`config.mk`:
```
export PLATFORM = sky130hd
export DESIGN_NAME = if_fetch
export DESIGN_NICKNAME = d
export VERILOG_FILES = /design/src/rtl/if_fetch.sv
export SDC_FILE = /design/constraint.sdc
export NUM_CORES = 1
export LEC_CHECK = 0
export ABC_AREA = 0
export CORE_MARGIN = 4
export CORE_UTILIZATION = 35
export DETAILED_ROUTE_END_ITERATION = 8
export PLACE_DENSITY = 0.64
export SLEW_MARGIN = 20
export SYNTH_ARGS = -nofsm -noshare
export SYNTH_HDL_FRONTEND = slang
export SYNTH_SLANG_ARGS = --single-unit
```
`constraint.sdc`:
```
create_clock -name clk -period 2.3 [get_ports clk]
set_clock_uncertainty 0.05 [all_clocks]
set_input_delay 0.345 -clock clk [delete_from_list [all_inputs] [get_ports clk]]
set_output_delay 0.345 -clock clk [all_outputs]
set_load 0.02 [all_outputs]
```
`src/rtl/if_fetch.sv`:
```
// rtl/if_fetch.sv - instruction-fetch stage: PC, single-outstanding SRAM fetch, IF/ID register
//
// Owns the PC and the IF/ID pipeline register. One SRAM request is
// outstanding at a time. SRAM data that returns while ID is stalled is
// parked in a one-entry skid buffer. Branches resolved in ID use MIPS
// delay-slot semantics: the instruction delivered after a taken branch is
// its delay slot, and the PC then moves to the branch target.
//
// Ports
//   clk, reset        clock; synchronous active-high reset
//   stall             ID cannot accept; IF/ID, skid buffer and PC hold
//   jmp, dest         ID branch/jump taken and its target
//   flush, flush_pc   exception/eret redirect (highest priority)
//   inst_req          SRAM request valid (combinational)
//   inst_addr         SRAM request address = PC (combinational)
//   inst_addr_ok      SRAM accepted the request this cycle
//   inst_data_ok      SRAM read data valid this cycle
//   inst_rdata        SRAM instruction word
//   if_valid          IF/ID holds an instruction
//   if_pc, if_inst    PC and word of that instruction (word is 0 on if_adel)
//   if_in_ds          instruction is a branch delay slot
//   if_adel           fetch address was misaligned
module if_fetch #(
    parameter logic [31:0] RESET_PC = 32'hBFC0_0000
) (
    input  logic        clk,
    input  logic        reset,
    input  logic        stall,
    input  logic        jmp,
    input  logic [31:0] dest,
    input  logic        flush,
    input  logic [31:0] flush_pc,
    output logic        inst_req,
    output logic [31:0] inst_addr,
    input  logic        inst_addr_ok,
    input  logic        inst_data_ok,
    input  logic [31:0] inst_rdata,
    output logic        if_valid,
    output logic [31:0] if_pc,
    output logic [31:0] if_inst,
    output logic        if_in_ds,
    output logic        if_adel
);

    typedef enum logic [1:0] {
        S_REQ  = 2'd0,
        S_WAIT = 2'd1,
        S_HOLD = 2'd2,
        S_ERR  = 2'd3
    } state_t;

    state_t      state;
    state_t      state_nxt;

    logic [31:0] pc;
    logic        pend_v;
    logic [31:0] pend_tgt;
    logic        cancel;
    logic        cancel_nxt;
    logic [31:0] skid_data;

    logic        pc_misaligned;
    logic        if_free;
    logic        jmp_take;
    logic        req_deliver;
    logic        wait_deliver;
    logic        hold_deliver;
    logic        deliver;
    logic [31:0] deliver_inst;
    logic [31:0] pc_after;
    logic        skid_load;

    assign pc_misaligned = (pc[1:0] != 2'b00);

    // IF/ID can take a new instruction if empty or being consumed by ID now.
    assign if_free  = !if_valid || !stall;

    // A branch counts only when ID actually retires it this cycle.
    assign jmp_take = jmp && !stall && if_valid;

    // A misaligned PC never reaches the SRAM; it is delivered directly as an
    // address-error instruction.
    assign req_deliver  = (state == S_REQ)  && pc_misaligned && if_free;
    assign wait_deliver = (state == S_WAIT) && inst_data_ok && !cancel && if_free;
    assign hold_deliver = (state == S_HOLD) && !stall;
    assign deliver      = !flush && (req_deliver || wait_deliver || hold_deliver);

    assign skid_load = !flush && (state == S_WAIT) && inst_data_ok && !cancel && !if_free;

    always_comb begin
        deliver_inst = 32'd0;
        if (hold_deliver) begin
            deliver_inst = skid_data;
        end else if (wait_deliver) begin
            deliver_inst = inst_rdata;
        end
    end

    // The delay slot is always the next delivery; the redirect is applied
    // when that delivery happens.
    always_comb begin
        pc_after = pc + 32'd4;
        if (jmp_take) begin
            pc_after = dest;
        end else if (pend_v) begin
            pc_after = pend_tgt;
        end
    end

    // ------------------------------------------------------------------
    // FSM: state register
    // ------------------------------------------------------------------
    always_ff @(posedge clk) begin
        if (reset) begin
            state  <= S_REQ;
            cancel <= 1'b0;
        end else begin
            state  <= state_nxt;
            cancel <= cancel_nxt;
        end
    end

    // ------------------------------------------------------------------
    // FSM: next state
    // ------------------------------------------------------------------
    always_comb begin
        state_nxt  = state;
        cancel_nxt = cancel;
        if (flush) begin
            cancel_nxt = 1'b0;
            state_nxt  = S_REQ;
            unique case (state)
                S_REQ: begin
                    // The request issued this cycle is in flight; its data
                    // must be discarded before fetching from flush_pc.
                    if (inst_addr_ok && !pc_misaligned) begin
                        cancel_nxt = 1'b1;
                        state_nxt  = S_WAIT;
                    end
                end
                S_WAIT: begin
                    // Data returning in the same cycle is simply dropped.
                    if (!inst_data_ok) begin
                        cancel_nxt = 1'b1;
                        state_nxt  = S_WAIT;
                    end
                end
                default: state_nxt = S_REQ;
            endcase
        end else begin
            unique case (state)
                S_REQ: begin
                    if (pc_misaligned) begin
                        if (if_free) begin
                            state_nxt = S_ERR;
                        end
                    end else if (inst_addr_ok) begin
                        state_nxt = S_WAIT;
                    end
                end
                S_WAIT: begin
                    if (inst_data_ok) begin
                        cancel_nxt = 1'b0;
                        if (cancel || if_free) begin
                            state_nxt = S_REQ;
                        end else begin
                            state_nxt = S_HOLD;
                        end
                    end
                end
                S_HOLD: begin
                    if (!stall) begin
                        state_nxt = S_REQ;
                    end
                end
                S_ERR: state_nxt = S_ERR;
                default: state_nxt = S_REQ;
            endcase
        end
    end

    // ------------------------------------------------------------------
    // FSM: outputs
    // ------------------------------------------------------------------
    always_comb begin
        inst_req  = (state == S_REQ) && !pc_misaligned && !reset;
        inst_addr = pc;
    end

    // ------------------------------------------------------------------
    // PC, pending branch target, skid buffer and IF/ID register
    // ------------------------------------------------------------------
    always_ff @(posedge clk) begin
        if (reset) begin
            pc        <= RESET_PC;
            pend_v    <= 1'b0;
            pend_tgt  <= 32'd0;
            skid_data <= 32'd0;
            if_valid  <= 1'b0;
            if_pc     <= 32'd0;
            if_inst   <= 32'd0;
            if_in_ds  <= 1'b0;
            if_adel   <= 1'b0;
        end else if (flush) begin
            pc        <= flush_pc;
            pend_v    <= 1'b0;
            skid_data <= 32'd0;
            if_valid  <= 1'b0;
        end else begin
            if (skid_load) begin
                skid_data <= inst_rdata;
            end
            if (deliver) begin
                if_valid <= 1'b1;
                if_pc    <= pc;
                if_inst  <= deliver_inst;
                if_adel  <= req_deliver;
                if_in_ds <= jmp_take || pend_v;
                pc       <= pc_after;
                pend_v   <= 1'b0;
            end else begin
                if (!stall) begin
                    if_valid <= 1'b0;
                end
                // Branch retired before its delay slot arrived: remember
                // the target until the delay slot is delivered.
                if (jmp_take) begin
                    pend_v   <= 1'b1;
                    pend_tgt <= dest;
                end
            end
        end
    end

endmodule

```
# Yosys cells after proc, flatten, opt, wreduce, memory -nomap -nowiden
# Index checks and enable logic that the tools add are counted.
# classes
mux	25
bitwise	2
addsub	1
reduce_logical	39
eq_ne	8
# ops
op	n
2-to-1 mux 32 bit	6
adder 32 x 3 -> 32 bit (second input constant)	1
logical AND 1 bit	16
2-to-1 mux 2 bit	7
2-to-1 mux 1 bit	9
!= test 4 bit (second input constant)	2
one-hot mux 2 bit (4 select lines)	1
nonzero test 2 bit	4
zero test 1 bit	7
!= test 3 bit (second input constant)	2
logical OR 1 bit	5
equality test 2 bit (second input constant)	2
one-hot mux 2 bit (2 select lines)	1
AND reduction 2 bit	2
AND reduction 4 bit	1
AND reduction 3 bit	1
OR reduction 3 bit	1
equality test 2 x 1 -> 1 bit (second input constant)	1
zero test 2 bit	1
!= test 2 x 1 -> 1 bit (second input constant)	1
NOT 1 bit	2
one-hot mux 1 bit (2 select lines)	1
OR reduction 2 bit	1
# totals
ff_bits	167
elab_cells	86
output_inout_bits	100
input_bits	103

# Depth between registers and ports, before layout
# logic_depth
word_depth	9
mapped_depth	10
ltp_nobuf	7

# Worst setup path after synthesis
# Ideal clock, no wire load.
# synth_timing
path_kind	register to register
startpoint	reg state[1]
endpoint	reg pend_tgt[19]
setup_ns	0.128
stages_incl_launch_ff	10
n_path_buf	2
path_slack_ns	0.121
required_time_ns	2.122
arrival_time_ns	2.001
synth_period_minus_slack_ns	2.179
path_cell_list	dfxtp_1 -> inv_1 -> ha_1 -> and3b_1 -> buf_2 -> o41ai_4 -> nand2_1 -> clkbuf_1 -> mux2i_1 -> nor2_1
# synth_between
elab_chain_cells	9
elab_cells_between_ends	14
classes_between	eq/ne (2); bitwise (1); reduce/logical (11)
# synth_rtl
item	line	source
start: declaration	52	state_t state;
start signal: assignment	118	state <= state_nxt;
equality test 2 x 1 -> 1 bit	84	assign wait_deliver = (state == S_WAIT) && inst_data_ok && !cancel && if_free;
logical AND 1 bit (3 in series)	84	
logical OR 1 bit	86	assign deliver = !flush && (req_deliver || wait_deliver || hold_deliver);
logical OR 1 bit (*)	86	
logical AND 1 bit (*)	86	
NOT 1 bit (no line) (*)	--	
AND reduction 3 bit (no line) (*)	--	
end signal: assignment	229	pend_tgt <= dest;
end: declaration	57	logic [31:0] pend_tgt;
# Mark *: on every way between the ends. The rest lies on a longest branch, timed or not.
# A chain may end at the register's enable or synchronous reset.

# Worst setup path after layout
# layout_timing
startpoint	reg state[0]
endpoint	reg pend_tgt[28]
# The elaborated chain is that of the path after synthesis.

==> summary.md <==
| Metric | Value |
|---|---|
| Yosys warning total | 0 |
| Worst Path Class, Setup | flip-flop to flip-flop |
| CTS root buf | clkbuf_16 |
| Overall power after layout | 8210 µW |
| Final net count | 1,318 |
| Worst Path Buf+Inv | 4 |
| Final period util | 0.968 |
| Worst-Margin Slew | 491 ps |
| Most frequent cells in the layout | clkdlybuf4s50_1 (200), nand2_1 (182), dfxtp_1 (165) |
| CTS tree | built |
| Detailed-route via count | 8,139 |
| Maximum clock insertion buffer count | 2 |
| Ports | 203 |
| Final Max Slew Viols | 0 |
| Pre-Repair DR Iteration Count | 5 |
| Worst path cell trace | inv_1, ha_1, o21a_2, buf_4, o41ai_4, buf_4, nand2_4, clkbuf_16, mux2i_1, nor2_1 |
| Tmin final | 2230 ps |
| Worst-path maximum fanout | 16 |
| Die ar. | 24,500 µm² |
| Utilization after layout | 0.520 |
| Initial antenna violation count | 1 |
| CTS Buf Count | 17 |
| FMAX | 449 MHz |
| Post-synth top area cell | dfxtp_1 |
| First-pass GRT wire length | 43.0 mm |
| Comb pwr share | 0.237 |
| Area delta synth->final | 46.4% |
| Endpoint class of the critical path | flip-flop |
| Max VDD drop | 511 µV |
| Worst path arrival time | 2470 ps |
| Post-Syn Nets | 1,074 |
| Maxcap violations | 0 |
| Psw | 2450 µW |
| Hold WC Path Type | primary input to flip-flop |
| Die height | 157 µm |
| CP Launch Type | flip-flop |
| GPL Wtd Cong | 0.886 |
| Sw Ratio | 0.299 |
| Synth Area per Inst | 8.01 µm² |
| Number of synthesized flops with an enable pin | 0 |
| Fill cells | 2,075 |
| Reg2reg setup slack | 70 ps |
| Power share of the clock group | 0.373 |
| Placed Area | 10,600 µm² |
| CTS sink count | 167 |
| DRC viols | 0 |
| Die width | 157 µm |
| Worst endpoint required time | 2550 ps |
| Port buffer count | 202 |
| Sequential area share after synthesis | 0.432 |
| Final worst slack | 74.0 ps |
| Synthesized instance count | 965 |
| Ys flop type | dfxtp_1 |
| Pwr Density | 725 nW/µm² |
| Layout cells sized above 1 | 0.132 |
| Post-synth top area share | 0.432 |
| Total wire length | 27.7 mm |
| Largest net degree at the start of global routing | 45 |
| Design area | 11,300 µm² |
| Row count | 54 |
| Initial DRC count | 626 |
| Fin. Hold Viols | 0 |
| Yosys cell types | 70 |
| Largest cells by area after synthesis | dfxtp_1 (43%), nand2_1 (8.9%), a21oi_1 (6.9%) |
| Vias per Instance | 5.42 |
| Number of routed nets with antenna violations | 0 |
| Initial core utilization | 0.355 |
| HPWL Detailed | 19.4 mm |
| Vias in the first global route | 7,858 |
| Commonest non-fill, non-tap cell in the layout | clkdlybuf4s50_1 |
| FFs w/ async S/R, synth | 0 |
| Diodes inserted | 0 |
| Delay-heaviest family, CP | buffers and inverters |
| CP most frequent cell | buf_4 |
| Core ar. | 21,800 µm² |
| Register share of total power | 0.390 |
| Largest stage delay, worst path | 360 ps |
| Status | complete, no violations |
| Leakage | 0.00425 µW |
| Pre-CTS setup slack | -170 ps |
| CTS H-Tree Depth | 4 |
| Grt ovf | 0 |
| Slew headroom | 0.672 |
| CP max stage cell | dfxtp_2 |
| Worst-Skew Late Latency | 430 ps |
| Post-DR wirelength/cell | 18.4 µm |
| Setup-failing EPs final | 0 |
| #FFs+latches synth | 167 |
| Clock-pin transition on the worst setup and hold timing paths | 70 ps |
| Cell internal pwr | 5760 µW |
| Mapped Area | 7730 µm² |
| Tot GR Track Use | 0.220 |
[kinds of logic (layout without fill, tap and decap cells)]
| logic type | after synthesis | in the layout | share of synthesized area |
|---|---|---|---|
| DFF | 167 | 167 | 0.432 |
| adders and majority gates | 6 | 6 | 0.00971 |
| xor gates and xnor gates | 10 | 10 | 0.0113 |
| and+or+nand+nor | 411 | 411 | 0.246 |
| buffers and inverters | 90 | 347 | 0.0471 |
| muxes | 32 | 32 | 0.0414 |
| AOI/OAI and AO/OA | 249 | 249 | 0.212 |
[Yosys cell counts (3+ instances only)]
cell,n
a21oi_1,106
a221oi_1,32
a311oi_1,4
a31oi_1,12
and2_1,7
and3_1,10
buf_1,6
buf_2,12
clkbuf_1,60
dfxtp_1,167
ha_1,6
inv_1,10
mux2i_1,32
nand2_1,183
nand2b_1,7
nand3_1,35
nand3b_1,3
nand4_1,8
nor2_1,84
nor3_1,43
nor4_1,5
o2111ai_1,4
o211ai_1,6
o21a_1,5
o21ai_0,28
o21ai_1,4
o221ai_1,4
o22ai_1,5
o31a_1,8
o31ai_1,3
or4_1,5
xnor2_1,9
[power groups by stage]
stage               clock, µW  sequential [µW]  combinational [µW]
global placement            0             3260                1910
global route             3230             3230                2110
CTS                      3100             3200                1940
floorplan                   0             3460                 717
finish                   3060             3200                1950
detailed placement          0             3260                1930
[flip-flops by register name (all words and copies together) (netlist names), 2 cells and up]
signal and count:
skid_data 32, pend_tgt 32, if_pc 32, if_inst 32, state 2, inst_addr 32
[final timing paths]
check,start,endpoint,cells after the start
max,state[0],pend_tgt[28],10
min,reset,if_pc[24],2
max reg2reg,state[0],pend_tgt[28],10
min reg2reg,pend_tgt[7],pend_tgt[7],2
[per-layer routing]
metal | global-route usage | share of wire | wire length [µm] | vias to the layer above
met5 | 0 | 0.00047 | 13 | -
met4 | 0.0562 | 0.021 | 578 | 2
met3 | 0.0572 | 0.086 | 2390 | 47
met2 | 0.354 | 0.46 | 12800 | 346
met1 | 0.294 | 0.43 | 11900 | 3810
li1 | - | - | - | 3934
[stage by stage]
step	setup TNS (ps)	std cells	hold slack, ps
after floorplan	0	965	381
after global placement	-2870	1466	387
after detailed placement	-7270	1466	392
after CTS	0	1499	260
after global routing	-17.6	1502	268
final	0	1502	270
[worst reg2reg max path, stage by stage (launching register included)]
cell,delay [ps]
dfxtp_2,360
inv_1,80
ha_1,230
o21a_2,190
buf_4,170
o41ai_4,260
buf_4,190
nand2_4,100
clkbuf_16,240
mux2i_1,160
nor2_1,60
[repair_timing]
action	in CTS	in global routing
gates resized for setup	2	7
setup buffers	1	1
setup endpoints to repair	8	69
pin swaps	1	0
cloned	0	2
hold buffers	0	0
[area by class of cell]
| type | count | area, µm² | area share |
|---|---|---|---|
| Multi-Input combinational cell | 708 | 4060 | 0.358 |
| Clock inverter | 14 | 186 | 0.0165 |
| Timing Repair Buffer | 305 | 2910 | 0.257 |
| Inverter | 10 | 37.5 | 0.00331 |
| Tap cell | 280 | 350 | 0.0309 |
| Sequential cell | 167 | 3350 | 0.295 |
| Clock buffer | 18 | 439 | 0.0388 |
Note: power is estimated with default switching activity, not from simulation.
